<file path="src/rtl/mux_demux_comportamental_pkg.sv">
// rtl/mux_demux_comportamental_pkg.sv - shared parameters and helpers for the mux/demux link
package mux_demux_comportamental_pkg;

  localparam int N_CH_DEFAULT = 4;
  localparam int W_DEFAULT    = 1;

  // Select width for n channels; same result as $clog2(n)
  function automatic int sel_w(input int n);
    int r;
    r = 0;
    for (int i = 0; i < 31; i++) begin
      if ((1 << i) < n) r = i + 1;
    end
    return r;
  endfunction

  // Lowest bit index of channel ch in a packed word of w-bit channels
  function automatic int ch_lsb(input int ch, input int w);
    return ch * w;
  endfunction

endpackage

</file>
<file path="src/rtl/mux_demux_comportamental_demux_stage.sv">
// rtl/mux_demux_comportamental_demux_stage.sv - registered 1-to-N channel demultiplexer
module demux_stage
  import mux_demux_comportamental_pkg::*;
#(
  parameter int  N_CH  = N_CH_DEFAULT,
  parameter int  W     = W_DEFAULT,
  localparam int SEL_W = sel_w(N_CH)
) (
  input  logic              clk_i,
  input  logic              rst_ni,
  input  logic              valid_i,
  input  logic [W-1:0]      link_i,
  input  logic [SEL_W-1:0]  sel_i,
  output logic [N_CH*W-1:0] y_o,
  output logic              valid_o
);

  logic [N_CH*W-1:0] y_d;
  logic [N_CH*W-1:0] y_q;
  logic              valid_q;

  // Place the link value in its channel slot; all other slots (and bad codes) are zero
  always_comb begin
    y_d = '0;
    for (int c = 0; c < N_CH; c++) begin
      if (int'(sel_i) == c) y_d[ch_lsb(c, W) +: W] = link_i;
    end
  end

  // Update the output word only on a valid link beat, otherwise hold
  always_ff @(posedge clk_i or negedge rst_ni) begin
    if (!rst_ni) begin
      y_q     <= '0;
      valid_q <= 1'b0;
    end else begin
      if (valid_i) y_q <= y_d;
      valid_q <= valid_i;
    end
  end

  assign y_o     = y_q;
  assign valid_o = valid_q;

endmodule

</file>
<file path="src/rtl/mux_demux_comportamental_mux_stage.sv">
// rtl/mux_demux_comportamental_mux_stage.sv - registered 1-of-N channel multiplexer
module mux_stage
  import mux_demux_comportamental_pkg::*;
#(
  parameter int  N_CH  = N_CH_DEFAULT,
  parameter int  W     = W_DEFAULT,
  localparam int SEL_W = sel_w(N_CH)
) (
  input  logic              clk_i,
  input  logic              rst_ni,
  input  logic              valid_i,
  input  logic [N_CH*W-1:0] d_i,
  input  logic [SEL_W-1:0]  sel_i,
  output logic [W-1:0]      link_o,
  output logic [SEL_W-1:0]  sel_o,
  output logic              valid_o
);

  logic [W-1:0]     link_d;
  logic [W-1:0]     link_q;
  logic [SEL_W-1:0] sel_q;
  logic             valid_q;

  // Pick the selected channel; a code with no matching channel yields zero
  always_comb begin
    link_d = '0;
    for (int c = 0; c < N_CH; c++) begin
      if (int'(sel_i) == c) link_d = d_i[ch_lsb(c, W) +: W];
    end
  end

  // Capture data and select together so the next stage never mixes cycles
  always_ff @(posedge clk_i or negedge rst_ni) begin
    if (!rst_ni) begin
      link_q  <= '0;
      sel_q   <= '0;
      valid_q <= 1'b0;
    end else begin
      if (valid_i) begin
        link_q <= link_d;
        sel_q  <= sel_i;
      end
      valid_q <= valid_i;
    end
  end

  assign link_o  = link_q;
  assign sel_o   = sel_q;
  assign valid_o = valid_q;

endmodule

</file>
<file path="src/rtl/mux_demux_comportamental.sv">
// rtl/mux_demux_comportamental.sv - two-stage select-and-route-back link top level
module mux_demux_comportamental
  import mux_demux_comportamental_pkg::*;
#(
  parameter int  N_CH  = N_CH_DEFAULT,
  parameter int  W     = W_DEFAULT,
  localparam int SEL_W = sel_w(N_CH)
) (
  input  logic              clk,
  input  logic              rst_n,
  input  logic              in_valid,
  input  logic [N_CH*W-1:0] d_i,
  input  logic [SEL_W-1:0]  sel,
  output logic [W-1:0]      link_o,
  output logic              link_valid,
  output logic [N_CH*W-1:0] y_o,
  output logic              y_valid
);

  logic [SEL_W-1:0] sel_q;

  mux_stage #(.N_CH(N_CH), .W(W)) u_mux (
    .clk_i   (clk),
    .rst_ni  (rst_n),
    .valid_i (in_valid),
    .d_i     (d_i),
    .sel_i   (sel),
    .link_o  (link_o),
    .sel_o   (sel_q),
    .valid_o (link_valid)
  );

  demux_stage #(.N_CH(N_CH), .W(W)) u_demux (
    .clk_i   (clk),
    .rst_ni  (rst_n),
    .valid_i (link_valid),
    .link_i  (link_o),
    .sel_i   (sel_q),
    .y_o     (y_o),
    .valid_o (y_valid)
  );

endmodule

</file>
<file path="config.mk">
export PLATFORM = sky130hd
export DESIGN_NAME = mux_demux_comportamental
export DESIGN_NICKNAME = d
export VERILOG_FILES = /design/src/rtl/mux_demux_comportamental_pkg.sv /design/src/rtl/mux_demux_comportamental_demux_stage.sv /design/src/rtl/mux_demux_comportamental_mux_stage.sv /design/src/rtl/mux_demux_comportamental.sv
export SDC_FILE = /design/constraint.sdc
export NUM_CORES = 1
export LEC_CHECK = 0
export ABC_AREA = 1
export BUFFER_PORTS_ARGS = -buffer_cell sky130_fd_sc_hd__buf_4
export CORE_MARGIN = 3
export CORE_UTILIZATION = 25
export DETAILED_ROUTE_END_ITERATION = 16
export PLACE_DENSITY = 0.58
export SLEW_MARGIN = 20
export SYNTH_ARGS = -nofsm -noshare
export SYNTH_HDL_FRONTEND = slang
export SYNTH_SLANG_ARGS = --single-unit
</file>
<file path="constraint.sdc">
create_clock -name clk -period 0.8 [get_ports clk]
set_input_delay 0.12 -clock clk [delete_from_list [all_inputs] [get_ports clk]]
set_output_delay 0.12 -clock clk [all_outputs]
set_load 0.05 [all_outputs]
</file>
# Yosys cells after proc, flatten, opt, wreduce, memory -nomap -nowiden
# Index checks and enable logic that the tools add are counted.
# op_classes
n_mux	8
n_reduce_logical	2
n_eq_ne	6
# ops
cell	count
$eq A2 B2 Y1 const B	4
$mux W1	8
$eq A2 B1 Y1 const B	2
$logic_not A2 Y1	2
# totals
out_inout_bits	7
input_bits	9
ff_bits	9
elab_cells	21

# Depth between registers and ports, before layout
# Gate-level depths: netlist (run 1).
# logic_depth
depth_word	5
ltp_mapped	5
mapped_depth_nobuf	5

# By module
# From an unflattened synthesis (run 1), not the netlist that was laid out.
# hier_totals
hier_cells	49
hier_area_um2	386.6
# by_module_without_submodules
mod	instances	cells_per_inst	seq_area_each_um2	area_per_inst_um2
demux_stage	1	25	125.1	201.4
mux_stage	1	24	100.1	185.2

# Worst setup path before layout (run 1)
# No wires, ideal clock.
# synth_timing
kind	register to register
from	register u_mux.valid_q, in the netlist u_mux.valid_o
to	register u_demux.y_q[0], in the netlist u_demux.y_o[0]
stages_incl_launch_ff	3
arrival_ns	0.947
setup_ns	0.086
path_buffers	0
t_required_ns	0.714
period_less_slack_ns	1.033
setup_slack_ns	-0.233
cell_sequence	dfrtp_1 nand2_1 o22ai_1
# synth_lines
item	line	source
from (decl)	mux_demux_comportamental_mux_stage.sv:22	logic valid_q;
from (signal assigned)	mux_demux_comportamental_mux_stage.sv:43	valid_q <= valid_i;
to (signal assigned)	mux_demux_comportamental_demux_stage.sv:36	if (valid_i) y_q <= y_d;
to (decl)	mux_demux_comportamental_demux_stage.sv:19	logic [N_CH*W-1:0] y_q;

# Final worst setup path (run 1)
# layout_timing
from	register u_demux.y_q[0], in the netlist u_demux.y_o[0]
to	output port y_o[0]
# layout_lines
item	line	source
to (decl)	mux_demux_comportamental.sv:16	output logic [N_CH*W-1:0] y_o,
# No word-level cell between the ends.

==> impl_metrics.ini, run 1 <==
[placed_design]
place_congestion = 0.711
dpl_worst_slack_ps = 32.1
port_buffers = 15
dpl.cell_count = 68
hpwl_um = 553

[synth]
synth_simple_gate_area_share_pct = 17.0
synth_xor_area_share_pct = 0
synth_top_family_by_area = simple AND/OR/NAND/NOR gates
synth-adder-area-share_pct = 0
synth_area_um2 = 354
syn_inst = 39
yosysUniqueCellTypes = 7
muxShareOfSynthArea_pct = 0
syn_area_per_cell_um2 = 9.08
ys_ff_latch = 9
synth_compound_area_share_pct = 9.89
ys_warn_count = 0
syn-num-nets = 48
yosysSeqAreaShare_pct = 63.6

[cts]
clk_path_buf_depth = 2
clk_pin_slew_ps = 60
cts-root-buf = clkbuf_4
h-tree-depth = 1
tritoncts = done
numCtsBuffers = 3
clk-insertion-delay-late_ps = 250
clock_sinks = 9

[layout]
final_cell_count_no_fill = 75
fillers = 118
regArea_um2 = 233
nets = 71
drive_gt1_share_pct = 54.1
syn2layout_area_growth_pct = 68.6
multi_input_area_um2 = 123
post-route-util_pct = 49.1
n_antenna_cell = 0

[grt]
grt_util_all_layers_pct = 8.72
grt_max_degree = 10
grt_pass1_wl_mm = 1.19
overflow = 0
antenna_found_initial = 0
grt_pass1_vias = 319

[floorplanning]
coreArea_mm2 = 0.00122
die_width_um = 43.6
fp.dieArea_mm2 = 0.00190
boundaryPins = 16
chipHeight_um = 43.6
initial_core_util_pct = 29.1
rows = 12

[worst_hold_path]
holdPathEnd = u_mux.valid_o
hp-class = in -> reg
hp-start = in_valid
min_path_cells = 1

[sta]
worst_clock_skew_ps = 2.61
setup_ws_ps = -140
timing.setup.tns_ps = -948
relSlewSlack_pct = 90.5
fin_crit_ps = 940
finalCritPeriodShare_pct = 117
hold_violations = 0
rsz0062_at_grt = yes
hold_ws_ps = 19.6
tightest_slew_ps = 141
setup_viol = 11
slew_violations = 0
timing.fmax_mhz = 1060

[route]
via_per_inst = 4.33
first_pass_iters = 3
drt-total-wl_um = 723
post_drt_wl_per_cell_um = 9.64
drt_iter0_markers = 8
num_vias = 325
ant_nets = 0
drc = 0

[power_and_ir_drop]
internal_power_uw = 812
switchingPower_uw = 353
ir_drop_v = 0.000688
swShare_pct = 30.3
seqPwrFrac_pct = 44.8
power_frac_comb_pct = 26.0
leakage_uw = 0.000295
clockPowerShare_pct = 29.2
power_density_mw_per_mm2 = 1950

[worst_setup_path]
critPathMaxStageDelay_ps = 410
path_buf_inv = 1
crit_family = flip-flops
worstPathCellList = buf_6
cp.required_ps = 680
rr_startpoint = u_mux.valid_o
endpoint_kind = output pin
cp-start-kind = register
critPathArrivalTime_ps = 820
crit-reg2reg-capture = u_demux.y_o[0]
critPathMaxFanout = 2
rrSetupSlack_ps = -20
slowest_stage = dfrtp_2
r2r_cells = 3
path_class = reg -> out

[run_status]
violations = setup timing
outcome = finished, violations left

[run]
cap_viol_max_count = 0
-- placed cells by master (no fill, tap or decap) --
cell type      instances
o22ai_1                2
nand3_1                3
buf_4                 10
dlygate4sd3_1          1
inv_1                  8
o21ai_0                2
dfrtp_2                6
nand2_1                8
nand2_4                1
buf_6                  7
clkbuf_4               3
o22ai_2                2
clkbuf_1               1
nand2_2                3
dfrtp_1                3
inv_2                  1
-- cell type report --
class / count / area share, %
clock buffers: 4 / 4.40
repair buffers: 18 / 27.5
inverters: 9 / 5.66
multi-input cells: 21 / 20.5
flip-flops and latches: 9 / 39.0
well taps: 14 / 2.94
-- how the worst max path moves through the flow --
stage,depth (start not counted),start,end
global route,1,u_demux.y_o[1],y_o[1]
CTS,1,u_demux.y_o[0],y_o[0]
finish,1,u_demux.y_o[0],y_o[0]
floorplan,1,u_mux.valid_o,u_demux.y_o[0]
global placement,1,u_mux.valid_o,link_valid
detailed placement,1,u_mux.valid_o,link_valid
-- registers in the layout (all words and copies together) (netlist names) --
| register | count |
|---|---|
| u_demux.valid_o | 1 |
| u_demux.y_o | 4 |
| u_mux.link_o | 1 |
| u_mux.sel_o | 2 |
| u_mux.valid_o | 1 |
-- layer usage --
| layer | vias up | share of wire [%] | GRT usage [%] |
|---|---|---|---|
| met4 | 0 | 1.9 | 9.04 |
| met2 | 15 | 47 | 12.8 |
| met3 | 2 | 8.6 | 2.49 |
| met5 | - | 0 | 0 |
| li1 | 168 | - | - |
| met1 | 140 | 42 | 9.62 |
-- logic make-up after synthesis --
group,after synthesis
flops,9
compound gates,6
buf+inv,9
simple gates,15
-- Yosys cell counts --
cell type	number	area share, %
nand3_1	3	4.2
inv_2	1	1.1
nand2_1	12	13
dfrtp_1	9	64
inv_1	8	8.5
o22ai_1	4	7.1
o21ai_0	2	2.8
-- timing repair --
item                                    4_1_cts  5_1_grt
hold endpoints to repair                      9        0
pin swaps                                     0        1
hold buffers                                  1        0
endpoints found under the setup margin        7       11
setup buffers                                 2        1
resized for setup                             8        3
-- power by group through the flow --
stage,Clock [µW],Sequential (µW),Combinational (µW)
CTS,361,520,297
global placement,0,531,252
detailed placement,0,533,252
floorplan,0,626,56.3
global route,380,524,328
finish,340,522,303
-- through the flow --
| stage | instance area (µm²) | total power, µW |
|---|---|---|
| 4_1_cts | 583 | 1180 |
| 3_3_place_gp | 502 | 783 |
| 3_5_place_dp | 502 | 785 |
| 5_1_grt | 597 | 1230 |
| 6_report | 597 | 1160 |
| 2_1_floorplan | 372 | 682 |
No activity file was read; power rests on OpenSTA's default activity.
==> run 2: changes to the inputs <==
--- a/config.mk
+++ b/config.mk
@@ -15,3 +15,4 @@
 export SYNTH_ARGS = -nofsm -noshare
 export SYNTH_HDL_FRONTEND = slang
 export SYNTH_SLANG_ARGS = --single-unit
+export TNS_END_PERCENT = 1
==> run 2 against run 1 <==
The flow still finishes with violations (setup timing). Largest power group unchanged. Routed wire length down 4.7%. Combinational power fell by 4%. Cell count is the same. Largest cell class unchanged. Sequential cell count unchanged. Via count up 0.62%. Sequential power is essentially flat. Total power decreased by 1.6%.
==> impl_metrics.ini, run 2 (same netlist as run 1, synthesis figures left out) <==
[run_status]
outcome = finished, violations left
violations = setup timing

[sta]
timing.setup.tns_ps = -911
setup_ws_ps = -139
setup_viol = 9
hold_ws_ps = 26.6
fin_crit_ps = 939
worst_clock_skew_ps = 7.94
hold_violations = 0
slew_violations = 0
rsz0062_at_grt = yes
relSlewSlack_pct = 88.8
timing.fmax_mhz = 1070
tightest_slew_ps = 166
finalCritPeriodShare_pct = 117

[layout]
post-route-util_pct = 47.6
fillers = 114
syn2layout_area_growth_pct = 63.6
final_common_cell = buf_4
regArea_um2 = 233
final_cell_mix = buf_4, inv_1, nand2_1
multi_input_area_um2 = 105
n_antenna_cell = 0
largest_reg_flops = 4
drive_gt1_share_pct = 50.8
nets = 71

[worst_setup_path]
cp.required_ps = 680
worstSetupPathDepth = 1
path_buf_inv = 1
r2r_cells = 2
worstPathCellList = buf_6
critPathMaxStageDelay_ps = 410
slowest_stage = dfrtp_2
cp-start-kind = register
critPathMaxFanout = 2
path_class = reg -> out
critPathArrivalTime_ps = 820
crit_family = flip-flops
endpoint_kind = output pin

[worst_hold_path]
hp-class = in -> reg
min_path_cells = 1

[grt]
grt_pass1_wl_mm = 1.12
overflow = 0
grt_max_degree = 10
antenna_found_initial = 0
grt_pass1_vias = 279
grt_util_all_layers_pct = 8.54

[route]
drc = 0
post_drt_wl_per_cell_um = 9.19
drt_iter0_markers = 1
num_vias = 327
via_per_inst = 4.36
drt-total-wl_um = 689
first_pass_iters = 2
ant_nets = 0

[power_and_ir_drop]
internal_power_uw = 806
ir_drop_v = 0.000683
clockPowerShare_pct = 29.2
seqPwrFrac_pct = 45.3
switchingPower_uw = 340
leakage_uw = 0.000287
total_power_uw = 1150
power_frac_comb_pct = 25.5
power_density_mw_per_mm2 = 1980
swShare_pct = 29.7

[cts]
clk_pin_slew_ps = 60
cts-root-buf = clkbuf_4
clock_sinks = 9
clk-insertion-delay-late_ps = 260
h-tree-depth = 1
tritoncts = done
numCtsBuffers = 3
clk_path_buf_depth = 2

[floorplanning]
initial_core_util_pct = 29.1
fp.dieArea_mm2 = 0.00190
die_width_um = 43.6
chipHeight_um = 43.6
coreArea_mm2 = 0.00122
boundaryPins = 16
rows = 12

[placed_design]
place_congestion = 0.695
port_buffers = 15
hpwl_um = 552

[run]
cap_viol_max_count = 0
## run 2: repair_timing
action / in CTS / in global routing
resized for setup: 7 / 0
pin swaps: 0 / 0
hold buffers: 1 / 0
setup buffers: 2 / 0
endpoints found under the setup margin: 7 / 11
endpoints found under the hold margin: 9 / 0
gates cloned: 0 / 0
## run 2: power groups by stage
stage,Combinational [µW],Clock (µW),Sequential [µW]
floorplan,56.3,0,626
global route,314,377,523
CTS,296,355,519
finish,292,334,520
detailed placement,252,0,533
global placement,251,0,531
## run 2: final cells by class
| class | count | area share [%] |
|---|---|---|
| Multi-Input combinational cell | 21 | 18.1 |
| Inverter | 9 | 5.83 |
| Tap cell | 14 | 3.02 |
| Clock buffer | 4 | 4.54 |
| Sequential cell | 9 | 40.2 |
| Timing Repair Buffer | 18 | 28.3 |
## run 2: path summary, 6_finish.rpt
check	from	to	slack, ps
worst max-delay path	u_demux.y_o[2]	y_o[2]	-140
worst min-delay path	in_valid	u_mux.valid_o	30
worst max register to register	u_mux.valid_o	u_demux.y_o[1]	-20
worst min register to register	u_mux.sel_o[0]	u_demux.y_o[3]	540
max in group asynchronous	rst_n	u_demux.y_o[1]	430
min in group asynchronous	rst_n	u_demux.valid_o	210
## run 2: through the flow
step | setup slack, ps | instance area (µm²) | std cells
2_1_floorplan | -25.6 | 372 | 39
3_3_place_gp | 36.8 | 502 | 68
3_5_place_dp | 34.7 | 502 | 68
4_1_cts | -153 | 579 | 75
5_1_grt | -170 | 579 | 75
6_report | -139 | 579 | 75
## run 2: layer usage
| layer | wire length [µm] | share of wire (%) | track usage (%) | up-vias |
|---|---|---|---|---|
| li1 | - | - | - | 165 |
| met4 | 26 | 3.8 | 9.04 | 0 |
| met2 | 303 | 44 | 12.2 | 19 |
| met1 | 273 | 40 | 8.84 | 139 |
| met5 | 0 | 0 | 0 | - |
| met3 | 85 | 12 | 3.73 | 4 |
==> run 3: changes to the inputs <==
--- a/config.mk
+++ b/config.mk
@@ -7,7 +7,6 @@
 export LEC_CHECK = 0
 export ABC_AREA = 1
 export BUFFER_PORTS_ARGS = -buffer_cell sky130_fd_sc_hd__buf_4
-export CORE_MARGIN = 3
 export CORE_UTILIZATION = 25
 export DETAILED_ROUTE_END_ITERATION = 16
 export PLACE_DENSITY = 0.58
==> run 3 against run 2 <==
The run still ends with setup timing left. Cell count increased by 1.3%. Worst setup slack improved by 0.95 ps. Sequential share of layout area shrank 1.0 points. Sequential cell count did not move. Clock skew is 1.6 ps lower. Count of clock-buffer cells in the layout is 1 lower. Largest power group unchanged. Highest routed layer is now met3.
==> impl_metrics.ini, run 3 (same netlist as run 1, synthesis figures left out) <==
[power_and_ir_drop]
leakage_uw = 0.000293
ir_drop_v = 0.000707
power_density_mw_per_mm2 = 1940
total_power_uw = 1150

[sta]
slew_violations = 0
hold_violations = 0
timing.fmax_mhz = 1070
hold_ws_ps = 18.5
setup_ws_ps = -138
fin_crit_ps = 938
setup_viol = 11
relSlewSlack_pct = 91.0
worst_clock_skew_ps = 6.36
rsz0062_at_grt = yes
finalCritPeriodShare_pct = 117
tightest_slew_ps = 133
timing.setup.tns_ps = -976

[worst_setup_path]
critPathMaxStageDelay_ps = 410
path_class = reg -> out
cp-start-kind = register
worstPathCellList = buf_6
path_buf_inv = 1
crit_family = flip-flops
endpoint_kind = output pin
critPathMaxFanout = 2
cp.required_ps = 680
slowest_stage = dfrtp_2
critPathArrivalTime_ps = 820

[cts]
numCtsBuffers = 3
clk_path_buf_depth = 2
clk-insertion-delay-late_ps = 250
clock_sinks = 9
clk_pin_slew_ps = 60
h-tree-depth = 1
cts-root-buf = clkbuf_4
tritoncts = done

[route]
drc = 0
drt-total-wl_um = 686
post_drt_wl_per_cell_um = 9.03
num_vias = 325
drt_iter0_markers = 9
first_pass_iters = 3
ant_nets = 0
via_per_inst = 4.28

[floorplanning]
fp.dieArea_mm2 = 0.00157
die_width_um = 39.6
rows = 13
boundaryPins = 16
chipHeight_um = 39.6
initial_core_util_pct = 27.2
coreArea_mm2 = 0.00130

[placed_design]
port_buffers = 15
place_congestion = 0.621
dpl_cell_area_um2 = 503
dpl_worst_slack_ps = 34.2
hpwl_um = 543

[grt]
grt_util_all_layers_pct = 12.5
grt_max_degree = 10
overflow = 0
antenna_found_initial = 0
grt_pass1_wl_mm = 1.31
grt_pass1_vias = 330

[layout]
stdcell_area_um2 = 594
syn2layout_area_growth_pct = 67.8
largest_reg_flops = 4
final_cell_mix = buf_4, inv_1, nand2_1
n_antenna_cell = 0
nets = 71
drive_gt1_share_pct = 55.7
fillers = 145
final_common_cell = buf_4

[run_status]
violations = setup timing
outcome = finished, violations left

[worst_hold_path]
hp-class = in -> reg

[run]
cap_viol_max_count = 0
run 3: cell count changes in the layout (fill, tap and decap cells not counted), sizes merged:
cell and change:
clkinv +1, clkbuf -1
run 3: timing repair:
item	in CTS	in global routing
resized for setup	8	1
endpoints found under the setup margin	7	11
pin swaps	0	0
buffers inserted	2	0
hold endpoints to repair	9	0
hold buffers	1	0
run 3: metal layers:
metal / GRT usage [%] / vias up / wire length (µm)
li1: - / 166 / -
met2: 20.9 / 15 / 334
met1: 14.7 / 144 / 304
met4: 5.17 / 0 / 0
met5: 0 / - / 0
met3: 3.41 / 0 / 48
run 3: cell type report:
class / count / area, µm² / share of cell area (%)
sequential: 9 / 233 / 39.2
timing repair buffer: 18 / 164 / 27.6
multi-input combinational: 21 / 118 / 19.8
inverter: 9 / 33.8 / 5.68
clock buffer: 3 / 22.5 / 3.79
tap: 15 / 18.8 / 3.16
clock inverter: 1 / 5.00 / 0.842
run 3: power by group:
| group | leakage [µW] | internal [µW] | total [µW] | switching [µW] |
|---|---|---|---|---|
| registers | 0.000106 | 495 | 519 | 23.5 |
| clock network | 0.0000177 | 183 | 331 | 147 |
| logic | 0.000169 | 124 | 303 | 179 |
run 3: final timing paths:
kind / from / endpoint / slack (ps) / cells after the start
max in group asynchronous: rst_n / u_mux.link_o / 420 / 2
min: in_valid / u_mux.valid_o / 20 / 1
min reg2reg: u_demux.y_o[0] / u_demux.y_o[0] / 560 / 2
max reg2reg: u_mux.valid_o / u_demux.y_o[3] / -30 / 3
min in group asynchronous: rst_n / u_mux.sel_o[1] / 230 / 2
max: u_mux.valid_o / link_valid / -140 / 1
run 3: stage by stage:
step	utilization, %	cells
finish	45.7	76
global route	45.7	76
CTS	45.2	76
detailed placement	38.7	69
global placement	38.7	69
floorplan	-	39
